--- src/rtl/dc_bu_write_manager.sv ---
// Line-buffer write manager.
// Streams incoming pixels into a ring of line buffers. Completed lines are
// handed to the read side, which frees them again with next_line. Writing
// stalls while every buffer holds an unread line. A sticky overflow flag
// records dropped pixels and read-side underflow.
module dc_bu_write_manager #(
    parameter int BUFF_ADDR_WIDTH       = 7,
    parameter int BUFFER_SIZE           = 128,
    parameter int BUFFER_NUM            = 5,
    parameter int PIXELS_PER_LINE_WIDTH = 7,
    parameter int CNT_WIDTH             = 3
) (
    input  logic                             clk,
    input  logic                             rst,
    input  logic                             en,
    input  logic                             frame_start,
    input  logic                             pixel_valid,
    input  logic                             line_end,
    input  logic                             next_line,
    output logic [BUFF_ADDR_WIDTH-1:0]       mem_addr,
    output logic [BUFFER_NUM-1:0]            we_vec,
    output logic [BUFFER_NUM-1:0]            write_buffer_id,
    output logic [PIXELS_PER_LINE_WIDTH-1:0] pixels_per_line,
    output logic [CNT_WIDTH-1:0]             lines_avail,
    output logic                             line_done,
    output logic                             stall,
    output logic                             overflow
);

    typedef enum logic [1:0] {
        IDLE   = 2'd0,
        ACTIVE = 2'd1,
        STALL  = 2'd2
    } state_t;

    localparam logic [BUFF_ADDR_WIDTH-1:0] LastAddr  = BUFF_ADDR_WIDTH'(BUFFER_SIZE - 1);
    localparam logic [CNT_WIDTH-1:0]       LinesMax  = CNT_WIDTH'(BUFFER_NUM);
    localparam logic [BUFFER_NUM-1:0]      FirstId   = BUFFER_NUM'(1);

    state_t                             state_q, state_d;
    logic [BUFF_ADDR_WIDTH-1:0]         addr_q, addr_d;
    logic                               lineFull_q, lineFull_d;
    logic [BUFFER_NUM-1:0]              bufId_q, bufId_d;
    logic [PIXELS_PER_LINE_WIDTH-1:0]   ppl_q, ppl_d;
    logic [CNT_WIDTH-1:0]               lines_q, lines_d;
    logic                               lineDone_q, lineDone_d;
    logic                               overflow_q, overflow_d;

    logic                               pixWrite;
    logic                               pixDrop;
    logic                               anyPixel;
    logic                               commit;
    logic [BUFFER_NUM-1:0]              bufIdRot;
    logic [BUFF_ADDR_WIDTH-1:0]         lastWritten;

    // Next-state logic: frame_start has priority and restarts the frame,
    // otherwise the FSM handles pixel writes, line commits and reads.
    always_comb begin
        state_d     = state_q;
        addr_d      = addr_q;
        lineFull_d  = lineFull_q;
        bufId_d     = bufId_q;
        ppl_d       = ppl_q;
        lines_d     = lines_q;
        lineDone_d  = lineDone_q;
        overflow_d  = overflow_q;
        we_vec      = '0;
        pixWrite    = 1'b0;
        pixDrop     = 1'b0;
        anyPixel    = 1'b0;
        commit      = 1'b0;
        bufIdRot    = {bufId_q[BUFFER_NUM-2:0], bufId_q[BUFFER_NUM-1]};
        lastWritten = addr_q;

        if (en) begin
            lineDone_d = 1'b0;
            if (frame_start) begin
                state_d    = ACTIVE;
                addr_d     = '0;
                lineFull_d = 1'b0;
                lines_d    = '0;
                bufId_d    = FirstId;
            end else begin
                unique case (state_q)
                    IDLE: begin
                    end
                    ACTIVE: begin
                        pixWrite = pixel_valid && !lineFull_q;
                        pixDrop  = pixel_valid && lineFull_q;
                        if (pixWrite) begin
                            we_vec = bufId_q;
                            if (addr_q == LastAddr) begin
                                lineFull_d = 1'b1;
                            end else begin
                                addr_d = addr_q + 1'b1;
                            end
                        end
                        if (pixDrop) begin
                            overflow_d = 1'b1;
                        end
                        anyPixel = lineFull_q || (addr_q != '0) || pixWrite;
                        commit   = line_end && anyPixel;
                        if (commit) begin
                            // Saturated counter already points at the last
                            // written pixel; otherwise it points one past it.
                            lastWritten = (pixWrite || lineFull_q) ? addr_q : addr_q - 1'b1;
                            ppl_d       = PIXELS_PER_LINE_WIDTH'(lastWritten);
                            addr_d      = '0;
                            lineFull_d  = 1'b0;
                            lineDone_d  = 1'b1;
                        end
                        unique case ({commit, next_line})
                            2'b11: bufId_d = bufIdRot;
                            2'b10: begin
                                lines_d = lines_q + 1'b1;
                                if (lines_q + 1'b1 == LinesMax) begin
                                    state_d = STALL;
                                end else begin
                                    bufId_d = bufIdRot;
                                end
                            end
                            2'b01: begin
                                if (lines_q == '0) begin
                                    overflow_d = 1'b1;
                                end else begin
                                    lines_d = lines_q - 1'b1;
                                end
                            end
                            default: begin
                            end
                        endcase
                    end
                    STALL: begin
                        if (pixel_valid) begin
                            overflow_d = 1'b1;
                        end
                        if (next_line) begin
                            lines_d = lines_q - 1'b1;
                            bufId_d = bufIdRot;
                            state_d = ACTIVE;
                        end
                    end
                    default: state_d = IDLE;
                endcase
            end
        end
    end

    // State and datapath registers with asynchronous reset.
    always_ff @(posedge clk or posedge rst) begin
        if (rst) begin
            state_q    <= IDLE;
            addr_q     <= '0;
            lineFull_q <= 1'b0;
            bufId_q    <= FirstId;
            ppl_q      <= '0;
            lines_q    <= '0;
            lineDone_q <= 1'b0;
            overflow_q <= 1'b0;
        end else begin
            state_q    <= state_d;
            addr_q     <= addr_d;
            lineFull_q <= lineFull_d;
            bufId_q    <= bufId_d;
            ppl_q      <= ppl_d;
            lines_q    <= lines_d;
            lineDone_q <= lineDone_d;
            overflow_q <= overflow_d;
        end
    end

    assign mem_addr        = addr_q;
    assign write_buffer_id = bufId_q;
    assign pixels_per_line = ppl_q;
    assign lines_avail     = lines_q;
    assign line_done       = lineDone_q;
    assign stall           = (state_q == STALL);
    assign overflow        = overflow_q;

endmodule

--- config.mk ---
export PLATFORM = sky130hd
export DESIGN_NAME = dc_bu_write_manager
export DESIGN_NICKNAME = d
export VERILOG_FILES = /design/src/rtl/dc_bu_write_manager.sv
export SDC_FILE = /design/constraint.sdc
export NUM_CORES = 1
export LEC_CHECK = 0
export ABC_AREA = 1
export BUFFER_PORTS_ARGS = -buffer_cell sky130_fd_sc_hd__buf_2
export CORE_MARGIN = 10
export CORE_UTILIZATION = 54
export DETAILED_ROUTE_END_ITERATION = 7
export HOLD_SLACK_MARGIN = 0.06
export PLACE_DENSITY_LB_ADDON = 0.1
export SETUP_SLACK_MARGIN = 0.02
export SYNTH_ARGS = -nofsm -noshare
export SYNTH_HDL_FRONTEND = slang
export SYNTH_SLANG_ARGS = --single-unit
--- constraint.sdc ---
create_clock -name clk -period 2.1 [get_ports clk]
set_input_delay 0.105 -clock clk [delete_from_list [all_inputs] [get_ports clk]]
set_output_delay 0.105 -clock clk [all_outputs]
set_load 0.01 [all_outputs]
-- Word-level counts from Yosys, hierarchy flattened
Cells that the tools add are included.
- reduce and logical (&&, ||, !) cells: 22
- muxes and demuxes: 38
- add/sub/neg operators: 4
- equality and inequality tests: 17
- bitwise logic cells: 1
- operators by type and width (kind ; number):
    two-way mux 7 bit ; 6
    two-way mux 5 bit ; 7
    case mux 5 bit (2 select lines) ; 2
    AND reduction 4 bit ; 4
    AND reduction 5 bit ; 3
    two-way mux 1 bit ; 12
    case mux 3 bit (2 select lines) ; 2
    two-way mux 3 bit ; 3
    nonzero test 3 bit ; 3
    two-way mux 2 bit ; 4
    != test 4 bit, second input constant ; 2
    adder 7 x 1 -> 7 bit, second input constant ; 1
    == test 7 bit, second input constant ; 1
    nonzero test 7 bit ; 1
    subtractor 7 x 1 -> 7 bit, second input constant ; 1
    == test 2 bit, second input constant ; 3
    != test 3 x 2 -> 1 bit, second input constant ; 2
    != test 3 bit, second input constant ; 2
    case mux 2 bit (3 select lines) ; 1
    == test 2 x 1 -> 1 bit, second input constant ; 2
    != test 2 bit, second input constant ; 2
    != test 4 x 2 -> 1 bit, second input constant ; 1
    != test 4 x 3 -> 1 bit, second input constant ; 1
    nonzero test 2 bit ; 2
    10 further kinds ; 14
- word-level logic and storage cells: 90
- output and inout port bits: 30
- register bits after elaboration: 27
- bits of input ports: 7

-- Logic depth before layout (Yosys ltp)
- depth after elaboration: 8
- mapped depth: 12
- mapped depth without buffers: 12

-- Least setup slack after synthesis
Ideal clock, no wire load.
- path kind: reg-to-reg
- start point: register addr_q[0], in the netlist mem_addr[0]
- end point: register addr_q[1], in the netlist mem_addr[1]
- cell stages (with the launch flop): 13
- required time: 1.982 ns
- buffers on the path: 0
- library setup time: 0.118 ns
- slack: 0.528 ns
- arrival: 1.454 ns
- period minus slack after synthesis: 1.572 ns
- path through: dfrtp_1 > inv_1 > ha_1 > nand2_1 > nor2_1 > nand2_2 > nand2_4 > nand2_4 > nor2_2 > nor2_4 > nand2_4 > nand2_1 > nand2_1
- word-level cells in the longest chain between the ends: 7
- elaborated cells between the ends (all ways): 14
- classes of those cells: 1 x add/sub; 2 x eq/ne; 5 x mux; 6 x reduce/logical
- RTL lines (item ; RTL line ; RTL):
    from (decl) ; 41 ; logic [BUFF_ADDR_WIDTH-1:0] addr_q, addr_d;
    from (signal assigned) ; 162 ; addr_q <= addr_d;
    parallel branches: the longest is 7 deep, another holds adder 7 x 1 -> 7 bit ; n/a ;
Several ways; the timed one is not identified. The select of a mux whose other input is x is not followed.
A chain may end at the register's enable or synchronous reset.

-- Worst setup path in the final report
- start point: register addr_q[0], in the netlist mem_addr[0]
- end point: register bufId_q[3], in the netlist write_buffer_id[3]
- word-level cells in the longest chain between the ends: 8
- elaborated cells between the ends (all ways): 12
- classes of those cells: 4 x eq/ne; 3 x mux; 5 x reduce/logical
- RTL lines (item ; RTL line ; RTL):
    nonzero test 7 bit (*) ; 101 ; anyPixel = lineFull_q || (addr_q != '0) || pixWrite;
    logical OR 1 bit (*) (2 in series) ; 101 ;
    logical AND 1 bit (*) ; 102 ; commit = line_end && anyPixel;
    == test 2 bit ; 112 ; unique case ({commit, next_line})
    case mux 5 bit (2 select lines) ; 112 ;
    case mux 5 bit (2 select lines) ; 84 ; unique case (state_q)
    two-way mux 5 bit ; 77 ; if (frame_start) begin
    to (signal assigned) ; 155 ; bufId_q <= FirstId;
    to (signal assigned) ; 164 ; bufId_q <= bufId_d;
    to (decl) ; 43 ; logic [BUFFER_NUM-1:0] bufId_q, bufId_d;
Every way passes the cells marked *; elsewhere a longest branch is shown, timed or not.

==> results.txt <==
Detailed placement ended at an HPWL of 3100 microns. The wire length of the first global-routing pass came out at 7290 microns. The largest voltage drop on the vdd net came out at 0.000552 V. The clock slew at the register clock pins of the worst setup and hold paths is 0.16 ns. The sum of negative setup slack came out at 0 ns. The share of flip-flops with an asynchronous set or reset after synthesis is 100%. The worst hold path begins at en. The number of global-route vias before repair is 1552.

The commonest cells after synthesis are nand2_1, dfrtp_1, inv_1. The net count of the mapped netlist came out at 239. The time the worst path needs with I/O delays and setup came out at 1.81 ns.

The worst setup path is of the register to register kind. TritonCTS built the clock tree. The start of the worst register-to-register path is mem_addr[0]$_DFFE_PP0P_. The floorplan step set the die width to 77.1 microns. The fmax is 552 MHz. At the worst endpoint, the required time is 2.37 ns. The measured slew at the worst slew-check pin is 0.358 ns. The signal on the critical path passes through inv_1 > ha_1 > nand2_1 > nor2_1 > nand2_2 > nand2_4 > inv_2 > o21ai_2 > nand2_1 > nand2_2 > nand2_1 > o21ai_1.

The number of antenna diodes in the final layout is 0. Measured along the y axis, the die boundary spans 77.1 microns. The number of endpoints failing setup at the final stage is 0. Summing all placed instances gives a cell area of 1960 sq um.

The total number of vias is 1531. The number of gates resized after CTS came out at 0. The total clock buffers created by CTS came out at 3.

The final clock period utilization by the worst path is 86.3%. The final-report max-slew violation count was 0. nand2_1 is the most common cell in the netlist. The internal power contribution is 0.00115 W. The floorplan step defined a core boundary enclosing 3080 sq um. The global-route usage over all layers is 14.1%. With fillers left out, the area of the finished cells amounts to 2010 sq um. Once the floorplan was initialized, standard cells occupied 57.2% of the core.

The register area share after synthesis came out at 38.5%. The longest individual stage delay on the worst path is 0.49 ns. The data arrival at the endpoint of the critical path came out at 2.09 ns. The relative slew slack is 76.1%.

The congestion estimate from routability-driven global placement came to 0.818. In this run, the combinational gates consume 48.2% of the power. The standard cell with the maximum stage delay on the critical path is dfrtp_1.

The hold slack is 0.0915 ns. The commonest register cell after synthesis is dfrtp_1. The number of optimization iterations in the first detailed-route pass is 4.

The global route total overflow came out at 0. The flow ran to the end, and the final reports show no timing, DRC or antenna violations. In this run the static leakage power is 1.05 nW. The power share of the clock group is 11.6%. The tightest min-delay check is of the primary input to register type. Of the cells placed in the final design, the portion with a size suffix greater than 1 is 27.4%.

The final layout contains routed wiring with a total length of 4040 microns. The total die area is 5940 sq um. In this run, synthesis inferred 0 flip-flops with an integrated enable. The total power per unit cell area is 1040 nW/um^2.

The number of H-tree branching levels came out at 1. The worst setup path is launched from a register. Clock latency on the worst-skew pair, taken at its later pin, is 0.33 ns. The violation count after the first detailed-route iteration came out at 71.

The total clock sinks is 27. The area share of the largest cell type after synthesis is 37.0%. The count of nets left with antenna violations once routing finished came out at 0. The synthesized cell area came out at 1760 sq um. The total number of nets in the final design came out at 280.

The start point of the critical path is mem_addr[0]$_DFFE_PP0P_. After synthesis the netlist holds a flip-flop and latch count of 27. The distinct cell type count after synthesis came out at 31. Entering global routing, the biggest net connects 28 pins. The top-level port count is 37.

The count of unresolved DRC violations after routing came out at 0. The area overhead of the layout relative to synthesis is 14.4%. The fraction of power spent switching nets came out at 44.7%. The total chip power came out at 0.00208 W.

In this run the clock root is driven by a clkbuf_4. The Yosys step of the flow raised 0 warnings. The clock tree skew after final layout came out at 0.00303 ns. The max capacitance violation total came out at 0. The number of fill cells is 290. The kind of end point of the critical path is a register. The reported net switching power came out at 0.000932 W. Averaged over all synthesized cells, the footprint is 7.78 sq um. The count of buffers from port buffering came out at 36.

The top cell type by total area after synthesis is dfrtp_1. The maximum fanout along the worst path came out at 10. By area the synthesized netlist is led by dfrtp_1, nand2_1, xor2_1, ha_1, inv_1. Setup repair after global routing left no endpoint under its margin. The count of endpoints failing hold in the final timing report came out at 0.

The maximum buffer depth of the clock tree came out at 2. In this design, the critical path's most frequently occurring cell is nand2_1. The cell count after synthesis came out at 226. Dividing the detail-routed wire length by the instance count gives 13.0 microns. The share of power burned in registers is 40.2%. The number of antenna violations at the first check in global routing is 0. In this run the core area contains 20 standard-cell rows.

Dividing the detail-routed via count by the number of cells gives 4.94.
## layer usage
metal,share of wire (%),routed length [microns],up-vias,GRT usage [%]
met5,0,0,-,0
met4,0.59,24,0,2.55
met3,4.6,185,4,3.15
met2,48,1940,29,24.5
met1,47,1900,704,17.4
li1,-,-,794,-
## flip-flops by register name (all words and copies together), names as in the netlist
register	flops
mem_addr	7
pixels_per_line	7
write_buffer_id	5
lines_avail	3
state_q	2
lineFull_q	1
line_done	1
overflow	1
## cells by family after synthesis
group | after synthesis | share of synthesized area [%]
buffers and inverters | 30 | 8.25
adder cells (fa/ha/maj) | 6 | 4.27
XOR/XNOR | 11 | 5.48
AND/OR/NAND/NOR | 127 | 33.6
flip-flops | 27 | 38.5
AO/OA/AOI/OAI | 25 | 9.89
## stage by stage
stage	setup WS [ns]	util [%]	std cells
6_report	0.288	65.4	310
5_1_grt	0.140	65.4	310
4_1_cts	0.305	65.4	310
3_3_place_gp	0.358	63.8	304
3_5_place_dp	0.334	63.8	304
2_1_floorplan	0.528	-	226
## area by class of cell
type                       count  area [sq um]  area share, %
timing repair buffer          40           215           10.7
tap                           44          55.1           2.74
clock buffer                   3          22.5           1.12
clock inverter                 1          5.00          0.249
inverter                      26           100           4.98
sequential                    27           677           33.6
multi-input combinational    169           937           46.6
## final timing paths
check                      slack [ns]                        endpoint  cells past startpoint
min in group asynchronous        0.35  pixels_per_line[2]$_DFFE_PP0P_                      4
min                              0.09            overflow$_DFFE_PP0P_                      3
max reg2reg                      0.29  write_buffer_id[3]$_DFFE_PP0P_                     12
min reg2reg                      0.49  pixels_per_line[3]$_DFFE_PP0P_                      2
max                              0.29  write_buffer_id[3]$_DFFE_PP0P_                     12
max in group asynchronous        1.45  write_buffer_id[0]$_DFFE_PP1P_                      4
## critical path, delay by kind of cell, from the launching register on
kind                     cells  cell delay, ns
flip-flops                   1            0.49
AO/OA/AOI/OAI                2            0.14
adder cells (fa/ha/maj)      1            0.16
AND/OR/NAND/NOR              7            0.71
buffers and inverters        2            0.25
## timing repair
action | in CTS | in global routing
endpoints found under the hold margin | 27 | 0
setup endpoints to repair | 0 | 0
buffers inserted | 0 | 0
hold buffers | 2 | 0
## placed cells by master, fill, tap and decap left out, types with 2 or more instances in the layout
master         synthesis  layout
buf_2                  0      36
xnor2_1                2       2
dlygate4sd3_1          0       2
nand2_2                6       6
o21ai_2                4       4
nor2_1                15      15
nor2_2                 4       4
nand4_1                2       2
o21ai_0                3       3
a21oi_1                2       2
nand2_4                3       3
nor3_1                 6       6
o21ai_1               10      10
clkbuf_4               0       3
buf_4                  0       2
inv_1                 20      20
nor2_4                 4       4
nand3_1               10      10
dfrtp_1               26      26
inv_2                  5       5
ha_1                   6       6
xor2_1                 9       9
nand2_1               74      74
## power by group through the flow
stage	Combinational, W	Clock (W)	Sequential (W)
6_report	0.00100	0.000242	0.000839
3_5_place_dp	0.00102	0	0.000846
2_1_floorplan	0.000650	0	0.000899
4_1_cts	0.00102	0.000241	0.000839
5_1_grt	0.00114	0.000262	0.000871
3_3_place_gp	0.000999	0	0.000849
Note: power is estimated with default switching activity, not from simulation.
